## config.mk

```make
export PLATFORM = sky130hd
export DESIGN_NAME = key_event_decoder
export DESIGN_NICKNAME = d
export VERILOG_FILES = /design/src/rtl/key_event_decoder_pkg.sv /design/src/rtl/key_event_decoder_sync2.sv /design/src/rtl/key_event_decoder.sv
export SDC_FILE = /design/constraint.sdc
export NUM_CORES = 1
export LEC_CHECK = 0
export CORE_ASPECT_RATIO = 1.4
export CORE_MARGIN = 3
export CORE_UTILIZATION = 30
export DETAILED_ROUTE_END_ITERATION = 7
export GPL_TIMING_DRIVEN = 0
export PLACE_DENSITY = 0.53
export SLEW_MARGIN = 25
export SYNTH_ARGS = -nofsm -noshare
export SYNTH_HDL_FRONTEND = slang
export SYNTH_SLANG_ARGS = --single-unit
export TNS_END_PERCENT = 1
```

## constraint.sdc

```tcl
create_clock -name sysclk -period 3.3 [get_ports sysclk]
set_clock_uncertainty 0.05 [all_clocks]
set_input_delay 0.825 -clock sysclk [delete_from_list [all_inputs] [get_ports sysclk]]
set_output_delay 0.825 -clock sysclk [all_outputs]
set_load 0.005 [all_outputs]
```

## src/rtl/key_event_decoder_pkg.sv

```systemverilog
// key_evt_pkg: shared types and default 125 MHz timing for the key-event decoder.
package key_evt_pkg;

    // Gesture FSM states.
    typedef enum logic [1:0] {
        IDLE      = 2'd0,
        HELD      = 2'd1,
        GAP       = 2'd2,
        LONG_HELD = 2'd3
    } key_state_e;

    // Internal counter width.
    localparam int CNT_W = 32;

    // Default timing at 125 MHz.
    localparam int DEBOUNCE_CYC_DEF   = 2_500_000;   // 20 ms
    localparam int LONG_CYC_DEF       = 125_000_000; // 1 s
    localparam int DOUBLE_GAP_CYC_DEF = 37_500_000;  // 0.3 s
    localparam int REPEAT_CYC_DEF     = 25_000_000;  // 0.2 s

endpackage

```

## src/rtl/key_event_decoder_sync2.sv

```systemverilog
// sync2: two-flop synchroniser for one asynchronous input, with a
// configurable reset value so an idle input does not look active at reset.
module sync2 #(
    parameter logic RST_VAL = 1'b1
) (
    input  logic clk,
    input  logic rst_n,
    input  logic d,
    output logic q
);

    logic meta_q;
    logic sync_q;

    // Two-stage capture of the asynchronous input.
    always_ff @(posedge clk or negedge rst_n) begin
        if (!rst_n) begin
            meta_q <= RST_VAL;
            sync_q <= RST_VAL;
        end else begin
            meta_q <= d;
            sync_q <= meta_q;
        end
    end

    assign q = sync_q;

endmodule

```

## src/rtl/key_event_decoder.sv

```systemverilog
// key_event_decoder: turns one raw active-low push-button into a debounced
// level and single-cycle short / long / double-click event pulses.
// Optional macro KEY_REPEAT_EN: long_flag auto-repeats every REPEAT_CYC
// cycles while a long press is held (not after a double click).
module key_event_decoder #(
    parameter int DEBOUNCE_CYC   = key_evt_pkg::DEBOUNCE_CYC_DEF,
    parameter int LONG_CYC       = key_evt_pkg::LONG_CYC_DEF,
    parameter int DOUBLE_GAP_CYC = key_evt_pkg::DOUBLE_GAP_CYC_DEF,
`ifdef KEY_REPEAT_EN
    parameter int REPEAT_CYC     = key_evt_pkg::REPEAT_CYC_DEF,
`endif
    parameter int CNT_W          = key_evt_pkg::CNT_W
) (
    input  logic sysclk,
    input  logic rst_n,
    input  logic key,
    output logic key_level,
    output logic short_flag,
    output logic long_flag,
    output logic double_flag,
    output logic busy
);

    import key_evt_pkg::*;

    localparam logic [CNT_W-1:0] CNT_ZERO  = {CNT_W{1'b0}};
    localparam logic [CNT_W-1:0] DB_TERM   = CNT_W'(DEBOUNCE_CYC - 1);
    localparam logic [CNT_W-1:0] LONG_TERM = CNT_W'(LONG_CYC - 1);
    localparam logic [CNT_W-1:0] GAP_TERM  = CNT_W'(DOUBLE_GAP_CYC - 1);
`ifdef KEY_REPEAT_EN
    localparam logic [CNT_W-1:0] REP_TERM  = CNT_W'(REPEAT_CYC - 1);
`endif

    // Increment that sticks at the terminal value instead of wrapping.
    function automatic logic [CNT_W-1:0] sat_inc(input logic [CNT_W-1:0] cnt,
                                                 input logic [CNT_W-1:0] term);
        logic [CNT_W-1:0] res;
        if (cnt >= term) begin
            res = term;
        end else begin
            res = cnt + {{(CNT_W-1){1'b0}}, 1'b1};
        end
        return res;
    endfunction

    logic             key_s;
    logic             pressed_s;
    logic             press_acc_s;
    logic             rel_acc_s;

    logic [CNT_W-1:0] db_cnt_q,    db_cnt_d;
    logic             key_level_q, key_level_d;
    key_state_e       state_q,     state_d;
    logic [CNT_W-1:0] tm_cnt_q,    tm_cnt_d;
    logic             second_q,    second_d;
    logic             short_q,     short_d;
    logic             long_q,      long_d;
    logic             double_q,    double_d;
    logic             busy_q,      busy_d;
`ifdef KEY_REPEAT_EN
    logic [CNT_W-1:0] rep_cnt_q,   rep_cnt_d;
    logic             suppress_q,  suppress_d;
`endif

    // Released (1) is the safe reset value of the raw key.
    sync2 #(.RST_VAL(1'b1)) u_sync (
        .clk   (sysclk),
        .rst_n (rst_n),
        .d     (key),
        .q     (key_s)
    );

    assign pressed_s = ~key_s;

    // Debounce: accept a new level once it has differed for DEBOUNCE_CYC cycles.
    always_comb begin
        db_cnt_d    = CNT_ZERO;
        key_level_d = key_level_q;
        press_acc_s = 1'b0;
        rel_acc_s   = 1'b0;
        if (pressed_s != key_level_q) begin
            if (db_cnt_q == DB_TERM) begin
                key_level_d = pressed_s;
                press_acc_s = pressed_s;
                rel_acc_s   = ~pressed_s;
            end else begin
                db_cnt_d = sat_inc(db_cnt_q, DB_TERM);
            end
        end else begin
            db_cnt_d = CNT_ZERO;
        end
    end

    // Gesture FSM: next state, timers and one-cycle event pulses.
    always_comb begin
        state_d    = state_q;
        tm_cnt_d   = tm_cnt_q;
        second_d   = second_q;
        short_d    = 1'b0;
        long_d     = 1'b0;
        double_d   = 1'b0;
`ifdef KEY_REPEAT_EN
        rep_cnt_d  = rep_cnt_q;
        suppress_d = suppress_q;
`endif
        case (state_q)
            IDLE: begin
                tm_cnt_d = CNT_ZERO;
                second_d = 1'b0;
                if (press_acc_s) begin
                    state_d = HELD;
                end else begin
                    state_d = IDLE;
                end
            end
            HELD: begin
                if (rel_acc_s) begin
                    tm_cnt_d = CNT_ZERO;
                    if (second_q) begin
                        double_d = 1'b1;
                        state_d  = IDLE;
                    end else begin
                        state_d  = GAP;
                    end
                end else if (tm_cnt_q == LONG_TERM) begin
                    tm_cnt_d = CNT_ZERO;
                    state_d  = LONG_HELD;
                    // A second press held long is still a double click;
                    // it must not also count as a long press.
                    if (second_q) begin
                        double_d = 1'b1;
                    end else begin
                        long_d   = 1'b1;
                    end
`ifdef KEY_REPEAT_EN
                    rep_cnt_d  = CNT_ZERO;
                    suppress_d = second_q;
`endif
                end else begin
                    tm_cnt_d = sat_inc(tm_cnt_q, LONG_TERM);
                end
            end
            GAP: begin
                if (tm_cnt_q == GAP_TERM) begin
                    // Expiry wins over a coincident press; that press
                    // then starts a fresh gesture as if seen from IDLE.
                    short_d  = 1'b1;
                    tm_cnt_d = CNT_ZERO;
                    second_d = 1'b0;
                    if (press_acc_s) begin
                        state_d = HELD;
                    end else begin
                        state_d = IDLE;
                    end
                end else if (press_acc_s) begin
                    state_d  = HELD;
                    second_d = 1'b1;
                    tm_cnt_d = CNT_ZERO;
                end else begin
                    tm_cnt_d = sat_inc(tm_cnt_q, GAP_TERM);
                end
            end
            LONG_HELD: begin
                tm_cnt_d = CNT_ZERO;
                if (rel_acc_s) begin
                    state_d = IDLE;
`ifdef KEY_REPEAT_EN
                    suppress_d = 1'b0;
                    rep_cnt_d  = CNT_ZERO;
`endif
                end else begin
                    state_d = LONG_HELD;
`ifdef KEY_REPEAT_EN
                    if (suppress_q) begin
                        rep_cnt_d = CNT_ZERO;
                    end else if (rep_cnt_q == REP_TERM) begin
                        long_d    = 1'b1;
                        rep_cnt_d = CNT_ZERO;
                    end else begin
                        rep_cnt_d = sat_inc(rep_cnt_q, REP_TERM);
                    end
`endif
                end
            end
            default: begin
                state_d  = IDLE;
                tm_cnt_d = CNT_ZERO;
                second_d = 1'b0;
            end
        endcase
        busy_d = (state_d != IDLE);
    end

    // State, counters and registered outputs.
    always_ff @(posedge sysclk or negedge rst_n) begin
        if (!rst_n) begin
            db_cnt_q    <= CNT_ZERO;
            key_level_q <= 1'b0;
            state_q     <= IDLE;
            tm_cnt_q    <= CNT_ZERO;
            second_q    <= 1'b0;
            short_q     <= 1'b0;
            long_q      <= 1'b0;
            double_q    <= 1'b0;
            busy_q      <= 1'b0;
`ifdef KEY_REPEAT_EN
            rep_cnt_q   <= CNT_ZERO;
            suppress_q  <= 1'b0;
`endif
        end else begin
            db_cnt_q    <= db_cnt_d;
            key_level_q <= key_level_d;
            state_q     <= state_d;
            tm_cnt_q    <= tm_cnt_d;
            second_q    <= second_d;
            short_q     <= short_d;
            long_q      <= long_d;
            double_q    <= double_d;
            busy_q      <= busy_d;
`ifdef KEY_REPEAT_EN
            rep_cnt_q   <= rep_cnt_d;
            suppress_q  <= suppress_d;
`endif
        end
    end

    assign key_level   = key_level_q;
    assign short_flag  = short_q;
    assign long_flag   = long_q;
    assign double_flag = double_q;
    assign busy        = busy_q;

endmodule

```

# Word level (Yosys, flattened, before mapping)
# Cells that the tools add are included.
# classes
addsub	2
magnitude_cmp	3
n_eq_ne	8
n_mux	35
bitwise	1
reduce_logical	6
# op_table
cell	n
32-bit two-way mux	9
32-bit case mux with 3 select lines	1
32-bit by 1-bit adder with 32-bit output (second input constant)	2
32-bit by 22-bit equality test with 1-bit output (second input constant)	1
32-bit by 26-bit equality test with 1-bit output (second input constant)	1
32-bit by 27-bit equality test with 1-bit output (second input constant)	1
32-bit by 22-bit greater-or-equal comparator with 1-bit output (second input constant)	1
32-bit by 26-bit greater-or-equal comparator with 1-bit output (second input constant)	1
32-bit by 27-bit greater-or-equal comparator with 1-bit output (second input constant)	1
1-bit two-way mux	17
2-bit two-way mux	6
2-bit case mux with 4 select lines	1
2-bit equality test (second input constant)	2
2-bit AND reduction	2
2-bit nonzero test	2
3-bit inequality test (second input constant)	1
2-bit by 1-bit equality test with 1-bit output (second input constant)	1
2-bit logical NOT	1
1-bit case mux with 2 select lines	1
2-bit OR reduction	1
1-bit inequality test	1
1-bit inverter	1
# totals
reg_bits	74
inputBits	3

# Depth between registers and ports, before layout
# Gate-level depths: netlist of the first run.
# logic_depth
word_depth	7
ltp_mapped	9
mapped_depth_nobuf	7

# Hierarchy
# From an unflattened synthesis of the first run, not the netlist that was laid out.
# unflattened
cells_unflattened	372
hier_area_um2	3714.8
# modules_own_cells
module	n_inst	cells_per_inst	area_each_um2	seq_area_each_um2
key_event_decoder	1	370	3662.3	1801.7
sync2	1	2	52.6	52.6

# Least setup slack after synthesis of the first run
# No wires, ideal clock.
# synth_timing
path_kind	register to register
from	reg tm_cnt_q[31]
to	reg tm_cnt_q[12]
arrival_ns	2.181
required_ns	3.108
slack_ns	0.927
stages_incl_launch_ff	8
n_path_buf	1
synth_period_minus_slack_ns	2.373
path_cell_list	dfrtp_1 -> or4_4 -> or4_4 -> nor4_4 -> nor3_2 -> buf_6 -> nor2_4 -> o211ai_1
# synth_via
elab_chain_len	5
elab_cells_between_ends	11
# synth_rtl
element	line_no	rtl
from (decl)	key_event_decoder.sv:54	logic [CNT_W-1:0] tm_cnt_q, tm_cnt_d;
from (signal assigned)	key_event_decoder.sv:214	tm_cnt_q <= tm_cnt_d;
32-bit by 26-bit greater-or-equal comparator with 1-bit output or 32-bit by 27-bit greater-or-equal comparator with 1-bit output (tied branches)	key_event_decoder.sv:38	if (cnt >= term) begin
32-bit two-way mux	key_event_decoder.sv:38	
32-bit two-way mux (on tied branches)	key_event_decoder.sv:155, key_event_decoder.sv:125	
32-bit two-way mux (on tied branches)	key_event_decoder.sv:144, key_event_decoder.sv:117	
32-bit case mux with 3 select lines (*)	key_event_decoder.sv:106	case (state_q)
net tm_cnt_d[12]	key_event_decoder.sv:54	
# The timed path passes the listed nets; every way through them passes the cells marked *.
# A chain may end at the register's enable or synchronous reset.

# Final worst setup path of the first run
# layout_timing
from	reg tm_cnt_q[0]
to	reg tm_cnt_q[26]
# layout_via
elab_chain_len	5
elab_cells_between_ends	12
# layout_rtl
element	line_no	rtl
32-bit by 1-bit adder with 32-bit output, or another cell as far along	key_event_decoder.sv:41	res = cnt + {{(CNT_W-1){1'b0}}, 1'b1};
32-bit two-way mux	key_event_decoder.sv:38	
32-bit two-way mux (on tied branches)	key_event_decoder.sv:155, key_event_decoder.sv:125	
32-bit two-way mux (on tied branches)	key_event_decoder.sv:144, key_event_decoder.sv:117	
32-bit case mux with 3 select lines (*)	key_event_decoder.sv:106	
net tm_cnt_d[26]	key_event_decoder.sv:54	
# Marked as above.

==> flow_summary.ini, run 1 <==
[critical_path]
required_ps = 3500
crit_arrival_ps = 3010
crit_start = tm_cnt_q[0]
cpMaxStageDelayCell = nor4_1
path_common_cell = nand4_1
start_kind = flip-flop
cp-end-kind = flip-flop
cp_max_fo = 4
critPathKind = flip-flop to flip-flop
r2r_setup_slack_ps = 490
critPathMaxStageDelay_ps = 720
rr_startpoint = tm_cnt_q[0]
path_cells = ha_1 -> nand4_1 -> nor4_1 -> nor3b_1 -> nand4_1 -> xor2_1 -> a21boi_0

[routing]
drcViolationCount = 0
viasPerCell = 5.00
drt_iter0_drc = 107
first_pass_iters = 4
drt-total-wl_mm = 7.98
wire_per_inst_um = 14.3
ant_nets = 0
vias = 2784

[synth]
yosys_most_used_dff = dfrtp_1
synth_top_family_by_area = simple AND/OR/NAND/NOR gates
async_reset_ff_frac = 1.00
synthCells = 372
synth.cell_area_um2 = 3710
ys_seq_area_frac = 0.499
synthXorXnorAreaFrac = 0.106
yosys.area.top_type_share = 0.485
synth-seq-cells = 74
synth_compound_area_frac = 0.126
synthTopCellsByArea = dfrtp_1 49%, xor2_1 5.9%, xnor2_1 4.7%
synth-edff-count = 0
yosysTopAreaCell = dfrtp_1
muxShareOfSynthArea = 0
yosys_warnings = 0
synth_fa_ha_area_frac = 0.00674
avgSynthCellArea_um2 = 9.99
synth-simple-area-share = 0.237
yosysUniqueCellTypes = 55

[cts]
cts_tree = built
hold_buffers = 0
cts.sink_count = 74
h-tree-depth = 3
clock_path_buffers = 2
post_cts_resized = 0
cts_made_buffers = 9
postCtsSetupBuffers = 0
clkTransAtPathRegs_ps = 70
cts_root_buf = clkbuf_16
clkLatencyLatePin_ps = 340

[finish]
final-seq-area_um2 = 1850
multi_input_area_um2 = 1830
drive_gt1_frac = 0.100
area_growth_syn_to_layout_pct = 16.9
final_nets = 410
nFillCells = 1211
post-route-util = 0.364
antenna_cells = 0

[floorplan]
num_rows = 47
die_y_um = 138
initial_utilization = 0.311
num_io_pins = 8
fp.dieW_um = 100
design.die.area_um2 = 13800
coreArea_um2 = 11900

[status]
status = finished, final reports clean

[sta]
setup_ws_ps = 490
finalHoldViolCount = 0
tightest_slew_ps = 782
rsz0062_at_grt = no
finalMaxSlewViolations = 0
fmax_mhz = 356
fin_crit_sh = 0.851
min_period_ps = 2810
setup_viol = 0
slew_headroom = 0.474
tns_ps = 0

[placed_design]
gp_congestion = 0.816
dp_hpwl_mm = 5.65
dp_slack_ps = 506
io_buffers = 7

[power]
p_leak_nw = 1.75
ir_drop_v = 0.000248
cellPowerDensity_nw_per_um2 = 449

[run]
maxCapViolations = 0

[grt]
globalRouteTotalUtil = 0.128
grt_first_pass_wirelength_mm = 13.8
grt_pass1_vias = 2870
overflow = 0
grt_antenna_before_repair = 0
grt_max_degree = 48

[worst_hold_path]
hold_path_class = flip-flop to flip-flop
min_from = u_sync.meta_q
==> sequential cells by signal (all words and copies together), names as in the netlist <==
name / flops
db_cnt_q: 32
busy: 1
tm_cnt_q: 32
state_q: 2
double_flag: 1
u_sync.meta_q: 1
long_flag: 1
short_flag: 1
u_sync.q: 1
second_q: 1
key_level: 1
==> area by class of cell <==
class | instances | area share
Sequential cell | 74 | 0.427
Multi-Input combinational cell | 294 | 0.421
Clock buffer | 9 | 0.0519
Tap cell | 147 | 0.0424
Timing Repair Buffer | 8 | 0.0219
Buffer | 13 | 0.0164
Clock inverter | 7 | 0.0150
Inverter | 5 | 0.00432
==> report_power, final <==
group	leakage, nW	internal, mW	switching, mW
sequential	0.965	0.926	0.0120
combinational	0.640	0.0176	0.0350
clock	0.141	0.530	0.428
total	1.75	1.47	0.475
==> cell usage in the layout (no fill, tap or decap), types with 3 or more instances in the layout <==
cell and instances:
and3_1 8, nand2_1 30, or4_1 3, nor2_1 34
a21o_1 7, and4_1 4, inv_6 4, nand3_1 23
a21oi_1 34, conb_1 15, dfrtp_1 72, nor3b_1 3
o21ai_0 6, clkbuf_16 9, clkdlybuf4s50_1 6, xor2_1 25
nor4_1 6, xnor2_1 20, nor3_1 11, nand2b_1 4
nand4_1 14, o211ai_1 4, clkbuf_1 7, inv_1 5
==> per-stage QoR <==
stage	hold WS [ps]	instances	instance area [um2]	total power, mW
floorplan	295	386	3770	0.977
global placement	298	540	4020	1.00
CTS	309	557	4340	1.97
detailed placement	298	541	4050	1.01
finish	308	557	4340	1.95
global route	315	557	4340	2.02
==> worst paths after layout <==
check	to	depth (start not counted)
setup / recovery	tm_cnt_q[26]	7
hold / removal	u_sync.q	0
setup reg to reg	tm_cnt_q[26]	7
hold reg to reg	u_sync.q	0
max in group asynchronous	tm_cnt_q[29]	2
min in group asynchronous	tm_cnt_q[4]	1
==> synthesized netlist by cell type (7+ instances only) <==
library cell and count:
a21o_1 7, a21oi_1 34, and3_1 8, clkbuf_1 7
dfrtp_1 72, nand2_1 30, nand3_1 23, nand4_1 14
nor2_1 34, nor3_1 12, xnor2_1 20, xor2_1 25
==> kinds of logic after synthesis <==
kind of cell | Yosys count
flops | 74
simple gates | 161
compound gates | 71
xor+xnor | 45
other cells | 1
buf+inv | 18
fa+ha+maj | 2
==> per-layer routing <==
metal  up-vias  GRT usage  part of all wire
li1       1385          -                 -
met1      1359      0.152              0.44
met2        29      0.221              0.51
met3        11     0.0309             0.024
met4         0     0.0554             0.021
met5         -          0                 0
==> worst max-delay path: cells and delay by family (launching register included) <==
family	cells	cell delay (ps)
and+or+nand+nor	4	1710
DFF	1	390
adders and majority gates	1	230
xor gates and xnor gates	1	180
AOI/OAI and AO/OA	1	170
(Power assumes the default switching activity.)
==> inputs of run 2 (changes only) <==
Settings changed: CORE_UTILIZATION 30 to 25, PLACE_DENSITY 0.53 to 0.48.
==> run 2 against run 1 <==
Sequential power barely moved. Total power is 1.1% higher. Via count hardly changed. Die area increased by 19%. Worst hold slack lost 4.4 ps. Critical path depth stayed put. Fmax grew 0.40%. Register-to-register slack hardly changed. Final area is 1.5% higher. Clock-buffer cell count grew 5. Highest routed layer unchanged.
==> flow_summary.ini, run 2 (same netlist as run 1, synthesis figures left out) <==
[power]
cellPowerDensity_nw_per_um2 = 447
swShare = 0.202
p_leak_nw = 1.75
p_int_mw = 1.57
totalPowerFinal_mw = 1.97
combPwrFrac = 0.027
ir_drop_v = 0.000263
p_clk_frac = 0.497
power.share.sequential = 0.477
p_switching_mw = 0.398

[routing]
ant_nets = 0
first_pass_iters = 4
drt_iter0_drc = 102
wire_per_inst_um = 13.6
viasPerCell = 4.65
drt-total-wl_mm = 8.14
vias = 2783
drcViolationCount = 0

[floorplan]
die_y_um = 150
num_rows = 52
design.die.area_um2 = 16400
coreArea_um2 = 14500
fp.dieW_um = 109
num_io_pins = 8
initial_utilization = 0.256

[sta]
fmax_mhz = 357
min_period_ps = 2800
slew_headroom = 0.439
finalHoldViolCount = 0
fin_crit_sh = 0.848
setup_viol = 0
tns_ps = 0
tightest_slew_ps = 833
finalMaxSlewViolations = 0
rsz0062_at_grt = no

[status]
status = finished, final reports clean

[grt]
grt_first_pass_wirelength_mm = 14.0
use_met1 = 0.123
gr-usage-met2 = 0.195
grt_antenna_before_repair = 0
grt_pass1_vias = 2915
top_usage_layer = met2
globalRouteTotalUtil = 0.111
overflow = 0
use_met3 = 0.0249
grt_max_degree = 49

[cts]
hold_buffers = 0
post_cts_resized = 0
h-tree-depth = 3
clkTransAtPathRegs_ps = 50
cts_made_buffers = 9
postCtsSetupBuffers = 0
cts.sink_count = 74
clock_path_buffers = 2
cts_tree = built
clkLatencyLatePin_ps = 330
cts_root_buf = clkbuf_16

[finish]
final_nets = 410
reg.largest.list = db_cnt_q x32, tm_cnt_q x32, state_q x2
area_growth_syn_to_layout_pct = 18.6
final_common_cell = dfrtp_1
drive_gt1_frac = 0.0927
final_cell_mix = 72 x dfrtp_1, 34 x nor2_1, 34 x a21oi_1, 30 x nand2_1, 25 x xor2_1
antenna_cells = 0

[worst_hold_path]
hold_path_class = flip-flop to flip-flop

[run]
maxCapViolations = 0

[critical_path]
critPathKind = flip-flop to flip-flop
cp-end-kind = flip-flop
start_kind = flip-flop
required_ps = 3500
cp_max_fo = 4
crit_arrival_ps = 2990

[placed_design]
dp_hpwl_mm = 6.08
io_buffers = 7
gp_congestion = 0.845
run 2: power groups by stage:
| stage | Clock [mW] | Sequential, mW | Combinational, mW |
|---|---|---|---|
| 3_3_place_gp | 0 | 0.955 | 0.0502 |
| 5_1_grt | 1.06 | 0.941 | 0.0625 |
| 2_1_floorplan | 0 | 0.952 | 0.0244 |
| 4_1_cts | 1.01 | 0.939 | 0.0550 |
| 3_5_place_dp | 0 | 0.955 | 0.0547 |
| 6_report | 0.978 | 0.939 | 0.0524 |
run 2: layout make-up:
type | count | area, um2
Fill cell | 1513 | 10100
Sequential cell | 74 | 1850
Multi-Input combinational cell | 294 | 1830
Clock buffer | 14 | 264
Tap cell | 189 | 236
Timing Repair Buffer | 8 | 95.1
Buffer | 13 | 71.3
Clock inverter | 2 | 37.5
Inverter | 5 | 18.8
run 2: final timing paths:
path / from / end / slack [ps] / depth (start not counted)
max: tm_cnt_q[0] / tm_cnt_q[26] / 500 / 7
min: u_sync.meta_q / u_sync.q / 300 / 0
max reg2reg: tm_cnt_q[0] / tm_cnt_q[26] / 500 / 7
min reg2reg: u_sync.meta_q / u_sync.q / 300 / 0
max in group asynchronous: rst_n / u_sync.meta_q / 2230 / 2
min in group asynchronous: rst_n / long_flag / 360 / 1
run 2: stage by stage:
step / hold slack [ps] / instances / setup WS, ps / area (um2) / util
2_1_floorplan: 295 / 386 / 927 / 3770 / -
3_3_place_gp: 297 / 582 / -1280 / 4070 / 0.281
3_5_place_dp: 297 / 583 / 526 / 4100 / 0.283
4_1_cts: 305 / 599 / 493 / 4410 / 0.304
5_1_grt: 314 / 599 / 226 / 4410 / 0.304
6_report: 304 / 599 / 502 / 4410 / 0.304
run 2: critical path, cell delays in order (launching register included):
cell      delay, ps
dfrtp_1         390
ha_1            250
nand4_1         150
nor4_1          760
nor3b_1         610
nand4_1         190
xor2_1          170
a21boi_0        160
run 2: per-layer routing:
layer  up-vias  share of wire
met5         -              0
met4         0          0.031
met3        18          0.020
met2        27           0.53
met1      1351           0.42
li1       1387              -
==> inputs of run 3 (changes only) <==
Clock period 3.3 ns to 2.95 ns, I/O delays scaled along.
==> run 3 against run 2 <==
Routed wire length rose by 0.33%. Sequential power rose by 12%. Fmax rose by 3.8%. Highest routed layer unchanged.
==> flow_summary.ini, run 3 (same netlist as run 1, synthesis figures left out) <==
[status]
status = finished, final reports clean

[finish]
final_cell_mix = 72 x dfrtp_1, 34 x nor2_1, 34 x a21oi_1, 30 x nand2_1, 25 x xor2_1
final-seq-area_um2 = 1850
stdcell_area_um2 = 4410
antenna_cells = 0
drive_gt1_frac = 0.0951
fin_cells = 599
area_growth_syn_to_layout_pct = 18.8
final_nets = 410
reg.largest.list = db_cnt_q x32, tm_cnt_q x32, state_q x2
multi_input_area_um2 = 1830
nFillCells = 1514
final_common_cell = dfrtp_1
post-route-util = 0.304

[power]
cellPowerDensity_nw_per_um2 = 500
p_leak_nw = 1.75
ir_drop_v = 0.000295
totalPowerFinal_mw = 2.20

[floorplan]
coreArea_um2 = 14500
die_y_um = 150
num_rows = 52
design.die.area_um2 = 16400
fp.dieW_um = 109
initial_utilization = 0.256
num_io_pins = 8

[critical_path]
cp_max_fo = 8
critPathKind = flip-flop to flip-flop
r2r_setup_slack_ps = 250
cp-end-kind = flip-flop
start_kind = flip-flop
crit_arrival_ps = 2830
required_ps = 3080

[cts]
clock_path_buffers = 2
hold_buffers = 0
clkTransAtPathRegs_ps = 60
cts_made_buffers = 9
cts.sink_count = 74
h-tree-depth = 3
cts_root_buf = clkbuf_16
cts_tree = built
clkLatencyLatePin_ps = 330

[grt]
grt_pass1_vias = 2915
globalRouteTotalUtil = 0.111
grt_max_degree = 49
grt_first_pass_wirelength_mm = 14.0
grt_antenna_before_repair = 0
overflow = 0

[sta]
fin_crit_sh = 0.914
tightest_slew_ps = 781
fmax_mhz = 371
rsz0062_at_grt = no
setup_viol = 0
finalMaxSlewViolations = 0
finalHoldViolCount = 0
slew_headroom = 0.476
min_period_ps = 2700

[routing]
viasPerCell = 4.66
vias = 2792
wire_per_inst_um = 13.6
drt_iter0_drc = 83
first_pass_iters = 4
drcViolationCount = 0
ant_nets = 0
drt-total-wl_mm = 8.17

[worst_hold_path]
hold_path_class = input pin to asynchronous set/reset pin

[placed_design]
placed_area_um2 = 4100
post-place-cells = 583
dp_hpwl_mm = 6.08
gp_congestion = 0.845
io_buffers = 7

[run]
maxCapViolations = 0
run 3: cell count changes in the layout (fill, tap and decap cells not counted):
cell    change
nor4_1      -1
nor4_2      +1
run 3: final cells by class:
class                           instances  share of cell area
Inverter                                5             0.00425
Tap cell                              189              0.0536
Sequential cell                        74               0.420
Multi-Input combinational cell        294               0.416
Clock buffer                           14              0.0598
Buffer                                 13              0.0162
Timing Repair Buffer                    8              0.0216
Clock inverter                          2             0.00851
run 3: worst paths after layout:
check                                   start            end  cells after the start
worst min-delay path                    rst_n      long_flag                      1
worst max-delay path             db_cnt_q[20]   tm_cnt_q[12]                      7
worst min register to register  u_sync.meta_q       u_sync.q                      0
min in group sysclk             u_sync.meta_q       u_sync.q                      0
max in group asynchronous               rst_n  u_sync.meta_q                      2
worst max register to register   db_cnt_q[20]   tm_cnt_q[12]                      7
run 3: worst max-delay path, cell delays in order (launching register included):
cell,delay [ps]
dfrtp_1,420
or4b_1,540
nor4_1,380
nand3_1,240
o211a_4,360
nand2b_1,80
clkbuf_1,330
o211ai_1,150
run 3: per-stage QoR:
stage / worst slack, ps / TNS [ps] / hold slack [ps]
4_1_cts: 143 / 0 / 281
3_5_place_dp: 176 / 0 / 297
2_1_floorplan: 577 / 0 / 295
6_report: 253 / 0 / 276
5_1_grt: 88.4 / 0 / 298
3_3_place_gp: -1550 / -112340 / 297
run 3: timing repair:
action,in CTS,in global routing
endpoints found under the setup margin,0,1
buffers inserted,0,0
endpoints found under the hold margin,0,0
gates resized for setup,0,1
run 3: layer usage:
metal | wire [um] | up-vias | GRT usage
met2 | 4370 | 32 | 0.195
met3 | 167 | 16 | 0.0249
met4 | 232 | 0 | 0.0594
met1 | 3400 | 1362 | 0.123
met5 | 0 | - | 0
li1 | - | 1382 | -
run 3: power by group:
| part | internal (mW) | switching [mW] | total [mW] |
|---|---|---|---|
| clock network | 0.702 | 0.393 | 1.09 |
| logic | 0.0196 | 0.0391 | 0.0587 |
| registers | 1.04 | 0.0135 | 1.05 |
| total | 1.76 | 0.446 | 2.20 |
